### config.mk
export PLATFORM = sky130hd
export DESIGN_NAME = shift_seq_ctrl
export DESIGN_NICKNAME = d
export VERILOG_FILES = /design/src/rtl/shift_seq_pkg.sv /design/src/rtl/shift_seq_cnt.sv /design/src/rtl/shift_seq_ctrl.sv
export SDC_FILE = /design/constraint.sdc
export NUM_CORES = 1
export LEC_CHECK = 0
export CAP_MARGIN = 20
export CORE_MARGIN = 2
export CORE_UTILIZATION = 40
export DETAILED_ROUTE_END_ITERATION = 12
export DONT_BUFFER_PORTS = 1
export PLACE_DENSITY_LB_ADDON = 0.1
export SYNTH_ARGS = -nofsm -noshare
export SYNTH_HDL_FRONTEND = slang
export SYNTH_SLANG_ARGS = --single-unit
### constraint.sdc
create_clock -name clk -period 1.9 [get_ports clk]
set_input_delay 0.38 -clock clk [delete_from_list [all_inputs] [get_ports clk]]
set_output_delay 0.38 -clock clk [all_outputs]
set_load 0.005 [all_outputs]
### src/rtl/shift_seq_pkg.sv
// Shared FSM encoding and direction constants for the shift register sequencer.
// Optional rotate support in shift_seq_ctrl is selected by SHIFT_SEQ_ROTATE_EN.
package shift_seq_pkg;

  typedef enum logic [2:0] {
    IDLE    = 3'd0,
    LOAD    = 3'd1,
    SHIFT   = 3'd2,
    CAPTURE = 3'd3,
    DONE    = 3'd4
  } state_t;

  localparam logic DIR_LEFT  = 1'b1;
  localparam logic DIR_RIGHT = 1'b0;

endpackage

### src/rtl/shift_seq_cnt.sv
// Shift-amount down-counter: clamps to WIDTH on load, flags the last shift cycle.
// Latency: count and last are registered; load takes priority over dec.
module shift_seq_cnt
  import shift_seq_pkg::*;
#(
  parameter int WIDTH = 4,
  parameter int CNT_W = 3
) (
  input  logic             clk,
  input  logic             reset,
  input  logic             load_i,
  input  logic             dec_i,
  input  logic [CNT_W-1:0] shamt_i,
  output logic [CNT_W-1:0] count_o,
  output logic             last_o
);

  localparam logic [CNT_W-1:0] MAX_CNT = CNT_W'(WIDTH);

  logic [CNT_W-1:0] count_q, count_d;

  always_comb begin
    count_d = count_q;
    if (load_i) begin
      count_d = (shamt_i > MAX_CNT) ? MAX_CNT : shamt_i;
    end else if (dec_i && (count_q != '0)) begin
      count_d = count_q - CNT_W'(1);
    end
  end

  always_ff @(posedge clk or posedge reset) begin
    if (reset) count_q <= '0;
    else       count_q <= count_d;
  end

  assign count_o = count_q;
  assign last_o  = (count_q == CNT_W'(1));

endmodule

### src/rtl/shift_seq_ctrl.sv
// Load/shift/capture sequencer for a universal shift register; done in cycle shamt_eff+3.
// Optional SHIFT_SEQ_ROTATE_EN adds cmd_rot: the exiting bit is recirculated instead of fill.
module shift_seq_ctrl
  import shift_seq_pkg::*;
#(
  parameter int WIDTH = 4,
  parameter int CNT_W = 3
) (
  input  logic             clk,
  input  logic             reset,
  input  logic             start,
  input  logic [WIDTH-1:0] cmd_data,
  input  logic             cmd_dir,
  input  logic [CNT_W-1:0] cmd_shamt,
  input  logic             cmd_fill,
`ifdef SHIFT_SEQ_ROTATE_EN
  input  logic             cmd_rot,
`endif
  input  logic [WIDTH-1:0] q_in,
  output logic             ready,
  output logic             ld,
  output logic             shift_en,
  output logic             dir,
  output logic [WIDTH-1:0] d,
  output logic             ser_bit,
  output logic [WIDTH-1:0] result,
  output logic             done
);

  state_t           state_q;
  logic             ready_q, ld_q, shift_en_q, done_q;
  logic             dir_q, fill_q;
  logic [WIDTH-1:0] d_q, result_q;
  logic [CNT_W-1:0] count;
  logic             last;
  logic             accept;

  assign accept = (state_q == IDLE) && start;

  shift_seq_cnt #(.WIDTH(WIDTH), .CNT_W(CNT_W)) u_cnt (
    .clk     (clk),
    .reset   (reset),
    .load_i  (accept),
    .dec_i   (state_q == SHIFT),
    .shamt_i (cmd_shamt),
    .count_o (count),
    .last_o  (last)
  );

`ifdef SHIFT_SEQ_ROTATE_EN
  logic rot_q;

  always_ff @(posedge clk or posedge reset) begin
    if (reset)       rot_q <= 1'b0;
    else if (accept) rot_q <= cmd_rot;
  end

  // Rotation recirculates the bit leaving the register on this shift.
  assign ser_bit = (rot_q && (state_q == SHIFT))
                 ? ((dir_q == DIR_LEFT) ? q_in[WIDTH-1] : q_in[0])
                 : fill_q;
`else
  assign ser_bit = fill_q;
`endif

  always_ff @(posedge clk or posedge reset) begin
    if (reset) begin
      state_q    <= IDLE;
      ready_q    <= 1'b1;
      ld_q       <= 1'b0;
      shift_en_q <= 1'b0;
      done_q     <= 1'b0;
      dir_q      <= 1'b0;
      fill_q     <= 1'b0;
      d_q        <= '0;
      result_q   <= '0;
    end else begin
      case (state_q)
        IDLE: begin
          if (start) begin
            dir_q   <= cmd_dir;
            d_q     <= cmd_data;
            fill_q  <= cmd_fill;
            ready_q <= 1'b0;
            ld_q    <= 1'b1;
            state_q <= LOAD;
          end
        end
        LOAD: begin
          ld_q <= 1'b0;
          if (count != '0) begin
            shift_en_q <= 1'b1;
            state_q    <= SHIFT;
          end else begin
            state_q <= CAPTURE;
          end
        end
        SHIFT: begin
          // The counter still reads 1 during the final shift cycle.
          if (last) begin
            shift_en_q <= 1'b0;
            state_q    <= CAPTURE;
          end
        end
        CAPTURE: begin
          result_q <= q_in;
          done_q   <= 1'b1;
          state_q  <= DONE;
        end
        DONE: begin
          done_q  <= 1'b0;
          ready_q <= 1'b1;
          state_q <= IDLE;
        end
        default: begin
          ready_q    <= 1'b1;
          ld_q       <= 1'b0;
          shift_en_q <= 1'b0;
          done_q     <= 1'b0;
          state_q    <= IDLE;
        end
      endcase
    end
  end

  assign ready    = ready_q;
  assign ld       = ld_q;
  assign shift_en = shift_en_q;
  assign done     = done_q;
  assign dir      = dir_q;
  assign d        = d_q;
  assign result   = result_q;

endmodule

==> results of run 1 <==
-- final cells by class --
| type | instances | area share [%] |
|---|---|---|
| sequential | 20 | 50.3 |
| multi-input combinational | 59 | 39.5 |
| tap | 28 | 3.51 |
| inverter | 9 | 3.38 |
| clock buffer | 4 | 2.63 |
| timing repair buffer | 1 | 0.752 |
-- power by group through the flow --
stage	sequential (mW)	clock (mW)	combinational [mW]
global placement	0.870	0	0.626
floorplan	0.767	0	0.646
CTS	0.864	0.220	0.644
finish	0.858	0.208	0.627
global route	0.902	0.243	0.742
detailed placement	0.874	0	0.641
-- cell usage after synthesis --
master / n
buf_2: 3
or4b_4: 1
xnor2_1: 1
a21oi_1: 2
nor2_1: 4
o32ai_1: 1
a311oi_1: 1
mux2_2: 4
o211ai_2: 1
nand3_2: 1
nand3_1: 3
nand2b_1: 3
a31o_2: 2
ha_1: 3
inv_1: 9
a211o_1: 1
nor4b_2: 1
nand3b_1: 2
o21ai_0: 1
nand2_1: 20
nor3b_2: 1
buf_6: 2
a32o_1: 1
dfstp_2: 1
nor2b_1: 2
nand4_1: 1
dfrtp_1: 19
a211oi_1: 1
o21ai_1: 1
-- stage by stage --
| step | cell area, µm² | util (%) | cells | power, mW |
|---|---|---|---|---|
| after floorplan | 967 | - | 93 | 1.41 |
| after global placement | 972 | 43.1 | 117 | 1.50 |
| after detailed placement | 972 | 43.1 | 117 | 1.51 |
| after CTS | 998 | 44.3 | 121 | 1.73 |
| after global routing | 998 | 44.3 | 121 | 1.89 |
| final | 998 | 44.3 | 121 | 1.69 |
-- state kept, by name (all words and copies together) (netlist names), 3 cells and up --
signal,cells
d,4
result,4
state_q,3
u_cnt.count_o,3
-- worst min path at each step --
stage | start | end | slack [ps] | cells past startpoint
after global placement | reset | dir$_DFFE_PP0P_ | 450 | 1
after detailed placement | reset | dir$_DFFE_PP0P_ | 460 | 1
after CTS | reset | dir$_DFFE_PP0P_ | 120 | 1
after floorplan | reset | d[0]$_DFFE_PP0P_ | 340 | 1
after global routing | reset | shift_en$_DFFE_PP0P_ | 140 | 1
final | reset | ser_bit$_DFFE_PP0P_ | 90 | 1
-- metal layers --
metal / track usage (%) / routed length (µm) / vias up
met3: 6.50 / 115 / 2
met5: 0 / 0 / -
met1: 17.6 / 762 / 295
li1: - / - / 307
met2: 22.9 / 737 / 21
met4: 5.13 / 17 / 0
-- worst reg2reg max path, cell delays in order (launching register included) --
cell and delay, ps:
dfrtp_1 540, or4b_4 640, o211ai_2 100, nand3_2 80
-- kinds of logic after synthesis --
| logic type | after synthesis | synth area share, % |
|---|---|---|
| and+or+nand+nor | 39 | 21.6 |
| DFF | 20 | 51.9 |
| buffers and inverters | 14 | 7.37 |
| AOI/OAI and AO/OA | 12 | 9.70 |
| muxes | 4 | 4.66 |
| adders and majority gates | 3 | 3.88 |
| xor gates and xnor gates | 1 | 0.906 |
==> impl_metrics.csv, run 1 <==
group,metric,value,unit
routing,vias,625,
sta,drv_slew,0,
worst_setup_path,critical_path_class,"reg2reg",
global_routing,grt_max_degree,21,
clock_tree,cts_tree,"yes",
die,floorplan.initialDensity,42.9,%
worst_setup_path,crit_end,"u_cnt.count_o[2]$_DFFE_PP0P_",
synth,syn_nets,112,
finish,nFillCells,225,
finish,final_cell_mix,"nand2_1 (20), dfrtp_1 (19), inv_1 (9)",
routing,wl_per_cell,13.5,µm
synth,yosys_warnings,0,
placement,gp_congestion,0.727,
clock_tree,postCtsResizedCells,0,
finish,regArea,502,µm²
routing,via_per_inst,5.17,
worst_setup_path,required,2090,ps
worst_setup_path,startpoint,"state_q[0]$_DFFE_PP0P_",
finish,antenna_cells,0,
flow_run,max_cap_violations,0,
pwr,p_int,1.04,mW
clock_tree,post_cts_buffers,0,
worst_setup_path,crit_family,"simple AND/OR/NAND/NOR gates",
die,die-area,0.00283,mm²
finish,area_growth,3.23,%
worst_setup_path,regToRegSetupSlack,450,ps
finish,nets,113,
pwr,p_per_area,1700,mW/mm²
clock_tree,worstSkewPairLatency,300,ps
worst_setup_path,r2r-end,"u_cnt.count_o[2]$_DFFE_PP0P_",
sta,whs,85.9,ps
die,die_y,53.2,µm
sta,hold_violations,0,
pwr,clockPowerShare,12.3,%
sta,setup_tns,0,ps
synth,yosysUniqueCellTypes,29,
synth,synth_area,967,µm²
worst_setup_path,path_depth,3,
global_routing,grt_pass1_wl,2880,µm
sta,finalSetupViolCount,0,
sta,min_period,1450,ps
worst_setup_path,endpoint_kind,"flop",
finish,final_common_cell,"nand2_1",
placement,port_buffers,0,
synth,yosys-top-cells-area,"dfrtp_1 (49%), nand2_1 (7.8%), mux2_2 (4.7%)",
clock_tree,cts_root_buf,"clkbuf_4",
pwr,p_seq_share,50.7,%
clock_tree,cts.path.max_buffers,2,
worst_setup_path,critical_path_arrival,1640,ps
routing,antenna_left,0,
sta,rsz0062_at_grt,"no",
sta,fin_crit_sh,76.5,%
clock_tree,cts_buffers,3,
global_routing,antenna_found_initial,0,
die,coreArea,0.00225,mm²
global_routing,overflow,0,
worst_setup_path,worstPathMaxFanout,12,
synth,yosysTopAreaCell,"dfrtp_1",
worst_setup_path,crit_chain,"or4b_4 -> o211ai_2 -> nand3_2",
die,die_w,53.2,µm
worst_setup_path,cp_num_buf_inv,0,
synth,ys_seq_elements,20,
worst_setup_path,rr_startpoint,"state_q[0]$_DFFE_PP0P_",
worst_setup_path,crit_slowest_cell,"or4b_4",
finish,drive_above_1_share,17.2,%
run_status,status,"completed",
global_routing,grt_pass1_vias,635,
clock_tree,h-tree-depth,1,
synth,ys_seq_area_share,51.9,%
synth,synth_top_area_share,49.2,%
global_routing,grt_use_total,14.6,%
placement,place_ws,463,ps
routing,drc,0,
clock_tree,clkTransAtPathRegs,110,ps
routing,firstDrtPassIters,3,
worst_setup_path,worst_setup_path_start_kind,"flop",
finish,multiInputGateArea,394,µm²
die,ios,30,
routing,wirelength,1630,µm
sta,max_freq,688,MHz
synth,synthCells,93,
worst_setup_path,critPathMaxStageDelay,640,ps
sta,tightest_slew,744,ps
routing,drt_iter0_drc,5,
pwr,p_switching,0.655,mW
pwr,power_leakage,0.472,nW
clock_tree,clock-sinks,20,
pwr,pwr-share-comb,37.1,%
sta,max_slew_margin,50.3,%
sta,skew,5.42,ps
pwr,swShare,38.7,%
worst_setup_path,worst_r2r_path_depth,3,
synth,avgSynthCellArea,10.4,µm²
sta,setup_ws,447,ps
worst_hold_path,hold_path.class,"in2async",
pwr,ir_worst_vdd,0.739,mV
placement,dp_hpwl,1200,µm
clock_tree,cts_hold_buf,0,
die,row_count,17,
No activity file was read; power rests on OpenSTA's default activity.
==> run 2, diff against run 1 <==
==> constraint.sdc (replaced) <==
create_clock -name clk -period 1.5 [get_ports clk]
set_input_delay 0.3 -clock clk [delete_from_list [all_inputs] [get_ports clk]]
set_output_delay 0.3 -clock clk [all_outputs]
set_load 0.005 [all_outputs]
==> impl_metrics.csv, run 2 (synthesis results as in run 1) <==
group,metric,value,unit
run_status,status,"completed",
global_routing,grt_pass1_vias,752,
finish,final_common_cell,"nand2_1",
routing,wirelength,1790,µm
finish,drive_above_1_share,24.0,%
sta,tightest_slew,344,ps
placement,place_ws,89.7,ps
clock_tree,cts_tree,"yes",
worst_setup_path,critical_path_class,"reg2reg",
worst_setup_path,r2r-end,"shift_en$_DFFE_PP0P_",
global_routing,overflow,0,
pwr,power_leakage,0.519,nW
clock_tree,post_cts_buffers,0,
finish,area_growth,12.0,%
worst_setup_path,crit_end,"shift_en$_DFFE_PP0P_",
clock_tree,cts_buffers,3,
pwr,p_per_area,2170,mW/mm²
die,die_w,53.2,µm
global_routing,grt_max_degree,15,
flow_run,max_cap_violations,0,
worst_hold_path,hold_path.class,"in2reg",
global_routing,grt_use_total,16.2,%
worst_setup_path,regToRegSetupSlack,110,ps
routing,wl_met2,837,µm
die,floorplan.initialDensity,42.9,%
routing,antenna_left,0,
routing,drt_iter0_drc,1,
sta,setup_ws,109,ps
clock_tree,h-tree-depth,1,
placement,gp_congestion,0.706,
clock_tree,clkTransAtPathRegs,110,ps
sta,rsz0062_at_grt,"no",
routing,wl_per_cell,13.9,µm
die,coreArea,0.00225,mm²
clock_tree,cts.path.max_buffers,2,
sta,hold_violations,0,
placement,dp_hpwl,1330,µm
finish,final_cell_mix,"nand2_1 (20), dfrtp_1 (19), inv_1 (9)",
clock_tree,cts_root_buf,"clkbuf_4",
sta,max_slew_margin,77.0,%
clock_tree,clock-sinks,20,
die,row_count,17,
pwr,ir_worst_vdd,1.06,mV
pwr,p_total,2.35,mW
worst_setup_path,startpoint,"u_cnt.count_o[0]$_DFFE_PP0P_",
sta,max_freq,719,MHz
placement,port_buffers,0,
sta,fin_crit_sh,92.7,%
worst_setup_path,worst_setup_path_start_kind,"flop",
die,die_y,53.2,µm
clock_tree,worstSkewPairLatency,300,ps
worst_setup_path,required,1710,ps
finish,antenna_cells,0,
placement,place_inst,123,
routing,dr_wl_met3,134,µm
worst_setup_path,critical_path_arrival,1600,ps
sta,finalSetupViolCount,0,
routing,highest-signal-layer,"met4",
die,ios,30,
die,die-area,0.00283,mm²
worst_setup_path,worst_r2r_path_depth,5,
worst_setup_path,worstPathMaxFanout,6,
routing,firstDrtPassIters,3,
finish,layout.cells.non_filler,128,
global_routing,antenna_found_initial,0,
sta,whs,92.9,ps
worst_setup_path,endpoint_kind,"flop",
global_routing,grt_pass1_wl,3250,µm
worst_setup_path,rr_startpoint,"u_cnt.count_o[0]$_DFFE_PP0P_",
sta,drv_slew,0,
routing,vias,654,
routing,wl_met1,787,µm
routing,drc,0,
sta,min_period,1390,ps
sta,skew,10.4,ps
finish,nets,120,
sta,setup_tns,0,ps
routing,via_per_inst,5.11,
==> run 2: cell types whose count changed in the layout (fill, tap and decap cells not counted), sizes merged <==
cell	previous run	this run
dlygate4sd3	0	1
buf	1	7
==> run 2: timing repair <==
item                                   in CTS  in global routing
endpoints found under the hold margin       6                  0
resized for setup                           0                  1
hold buffers                                1                  0
setup endpoints to repair                   0                  1
==> run 2: area by class of cell <==
type                       instances  area, µm²
clock buffer                       4       36.3
fill                             232       1170
sequential                        20        502
timing repair buffer               8       75.1
inverter                           9       33.8
tap                               28       35.0
multi-input combinational         59        402
==> run 2: power by group <==
part / internal [mW] / switching, mW / leakage [nW] / total [mW]
clock network: 0.148 / 0.161 / 0.0210 / 0.309
registers: 0.817 / 0.223 / 0.241 / 1.04
logic: 0.512 / 0.489 / 0.258 / 1.00
==> run 2: routing by layer <==
layer	GRT usage (%)	vias to the layer above
li1	-	322
met1	17.6	305
met2	28.7	22
met3	5.65	5
met4	5.98	0
met5	0	-
==> run 2: critical path: stages, from the launching register on <==
cell,delay (ps)
dfrtp_1,410
inv_1,130
ha_1,230
nand2b_4,90
a31o_2,240
a32o_1,190
==> run 2: how the worst min path moves through the flow <==
stage	from	to	slack, ps	cells after the start
4_1_cts	cmd_data[2]	d[2]$_DFFE_PP0P_	90	2
6_report	cmd_data[0]	d[0]$_DFFE_PP0P_	90	2
3_3_place_gp	reset	dir$_DFFE_PP0P_	130	1
5_1_grt	cmd_data[0]	d[0]$_DFFE_PP0P_	80	2
3_5_place_dp	reset	d[1]$_DFFE_PP0P_	130	1
2_1_floorplan	reset	d[0]$_DFFE_PP0P_	260	1
==> run 2: metrics by stage <==
stage          area, µm²  utilization, %
4_1_cts             1080            47.7
5_1_grt             1080            48.1
3_5_place_dp        1030            45.7
2_1_floorplan        967               -
3_3_place_gp        1030            45.7
6_report            1080            48.1
==> run 3, diff against run 2 <==
==> constraint.sdc (replaced) <==
create_clock -name clk -period 1.8 [get_ports clk]
set_input_delay 0.36 -clock clk [delete_from_list [all_inputs] [get_ports clk]]
set_output_delay 0.36 -clock clk [all_outputs]
set_load 0.005 [all_outputs]
==> impl_metrics.csv, run 3 (synthesis results as in run 1) <==
group,metric,value,unit
routing,wl_per_cell,13.5,µm
global_routing,antenna_found_initial,0,
die,die_y,53.2,µm
sta,rsz0062_at_grt,"no",
sta,hold_violations,0,
pwr,power_leakage,0.494,nW
clock_tree,worstSkewPairLatency,300,ps
finish,multiInputGateArea,394,µm²
die,floorplan.initialDensity,42.9,%
sta,min_period,1460,ps
placement,gp_congestion,0.722,
sta,setup_tns,0,ps
sta,finalSetupViolCount,0,
sta,drv_slew,0,
die,ios,30,
worst_setup_path,critical_path_arrival,1650,ps
placement,dpl_cell_area,980,µm²
finish,nFillCells,219,
flow_run,max_cap_violations,0,
finish,final_cell_mix,"nand2_1 (20), dfrtp_1 (19), inv_1 (9)",
placement,dp_hpwl,1230,µm
worst_setup_path,worst_setup_path_start_kind,"flop",
worst_setup_path,required,1990,ps
pwr,ir_worst_vdd,1.11,mV
finish,area_growth,7.76,%
finish,regArea,502,µm²
global_routing,grt_pass1_vias,654,
global_routing,grt_use_total,15.1,%
sta,max_slew_margin,74.2,%
die,coreArea,0.00225,mm²
worst_setup_path,critical_path_class,"reg2reg",
die,die_w,53.2,µm
clock_tree,post_cts_buffers,0,
finish,nets,115,
clock_tree,postCtsResizedCells,0,
sta,fin_crit_sh,81.0,%
finish,stdcell_area,0.00104,mm²
global_routing,grt_max_degree,21,
placement,port_buffers,0,
run_status,status,"completed",
routing,via_per_inst,5.10,
clock_tree,cts_buffers,3,
global_routing,grt_pass1_wl,2970,µm
clock_tree,h-tree-depth,1,
pwr,p_per_area,1860,mW/mm²
sta,max_freq,686,MHz
routing,vias,627,
clock_tree,clock-sinks,20,
die,die-area,0.00283,mm²
clock_tree,cts_root_buf,"clkbuf_4",
sta,skew,13.3,ps
finish,final_util,46.2,%
routing,wirelength,1670,µm
clock_tree,cts_tree,"yes",
clock_tree,cts.path.max_buffers,2,
routing,antenna_left,0,
finish,antenna_cells,0,
routing,drt_iter0_drc,7,
routing,drc,0,
worst_setup_path,endpoint_kind,"flop",
finish,drive_above_1_share,18.9,%
clock_tree,clkTransAtPathRegs,120,ps
routing,firstDrtPassIters,4,
sta,tightest_slew,387,ps
die,row_count,17,
worst_setup_path,worstPathMaxFanout,12,
global_routing,overflow,0,
finish,final_common_cell,"nand2_1",
clock_tree,cts_hold_buf,1,
worst_hold_path,hold_path.class,"in2reg",
## run 3: path summary, 6_finish.rpt
kind,startpoint,endpoint,slack (ps),cells past startpoint
worst max register to register,state_q[0]$_DFFE_PP0P_,u_cnt.count_o[2]$_DFFE_PP0P_,340,3
worst max-delay path,state_q[0]$_DFFE_PP0P_,u_cnt.count_o[2]$_DFFE_PP0P_,340,3
max in group asynchronous,reset,ready$_DFFE_PP1P_,1010,3
worst min-delay path,cmd_data[3],d[3]$_DFFE_PP0P_,160,2
worst min register to register,ready$_DFFE_PP1P_,ready$_DFFE_PP1P_,510,2
min in group asynchronous,reset,d[3]$_DFFE_PP0P_,510,3
## run 3: report_power, final
part           internal, mW  switching [mW]  leakage [nW]
Combinational         0.335           0.337         0.225
Clock                 0.225           0.134        0.0279
Sequential            0.680           0.226         0.241
Total                  1.24           0.698         0.494
## run 3: critical path: stages, from the launching register on
cell	delay, ps
dfrtp_1	540
or4b_4	630
o211ai_2	90
nand3_2	80
## run 3: per-layer routing
metal / vias to the layer above / global-route usage, % / part of all wire (%)
li1: 312 / - / -
met5: - / 0 / 0
met2: 21 / 24.8 / 48
met3: 2 / 6.21 / 6.3
met4: 0 / 5.13 / 1.0
met1: 292 / 17.7 / 45
## run 3: metrics by stage
| stage | hold WS (ps) | cells | setup WS (ps) | total power, mW |
|---|---|---|---|---|
| floorplan | 323 | 93 | 405 | 1.49 |
| global placement | 294 | 118 | 357 | 1.58 |
| detailed placement | 296 | 118 | 366 | 1.61 |
| CTS | 150 | 123 | 336 | 1.98 |
| global route | 133 | 123 | 268 | 2.15 |
| finish | 163 | 123 | 342 | 1.94 |
## run 3: final cells by class
| class | instances | share of cell area, % |
|---|---|---|
| clock inverter | 1 | 2.88 |
| timing repair buffer | 3 | 2.40 |
| tap | 28 | 3.36 |
| inverter | 9 | 3.24 |
| sequential | 20 | 48.1 |
| multi-input combinational | 59 | 37.8 |
| clock buffer | 3 | 2.16 |
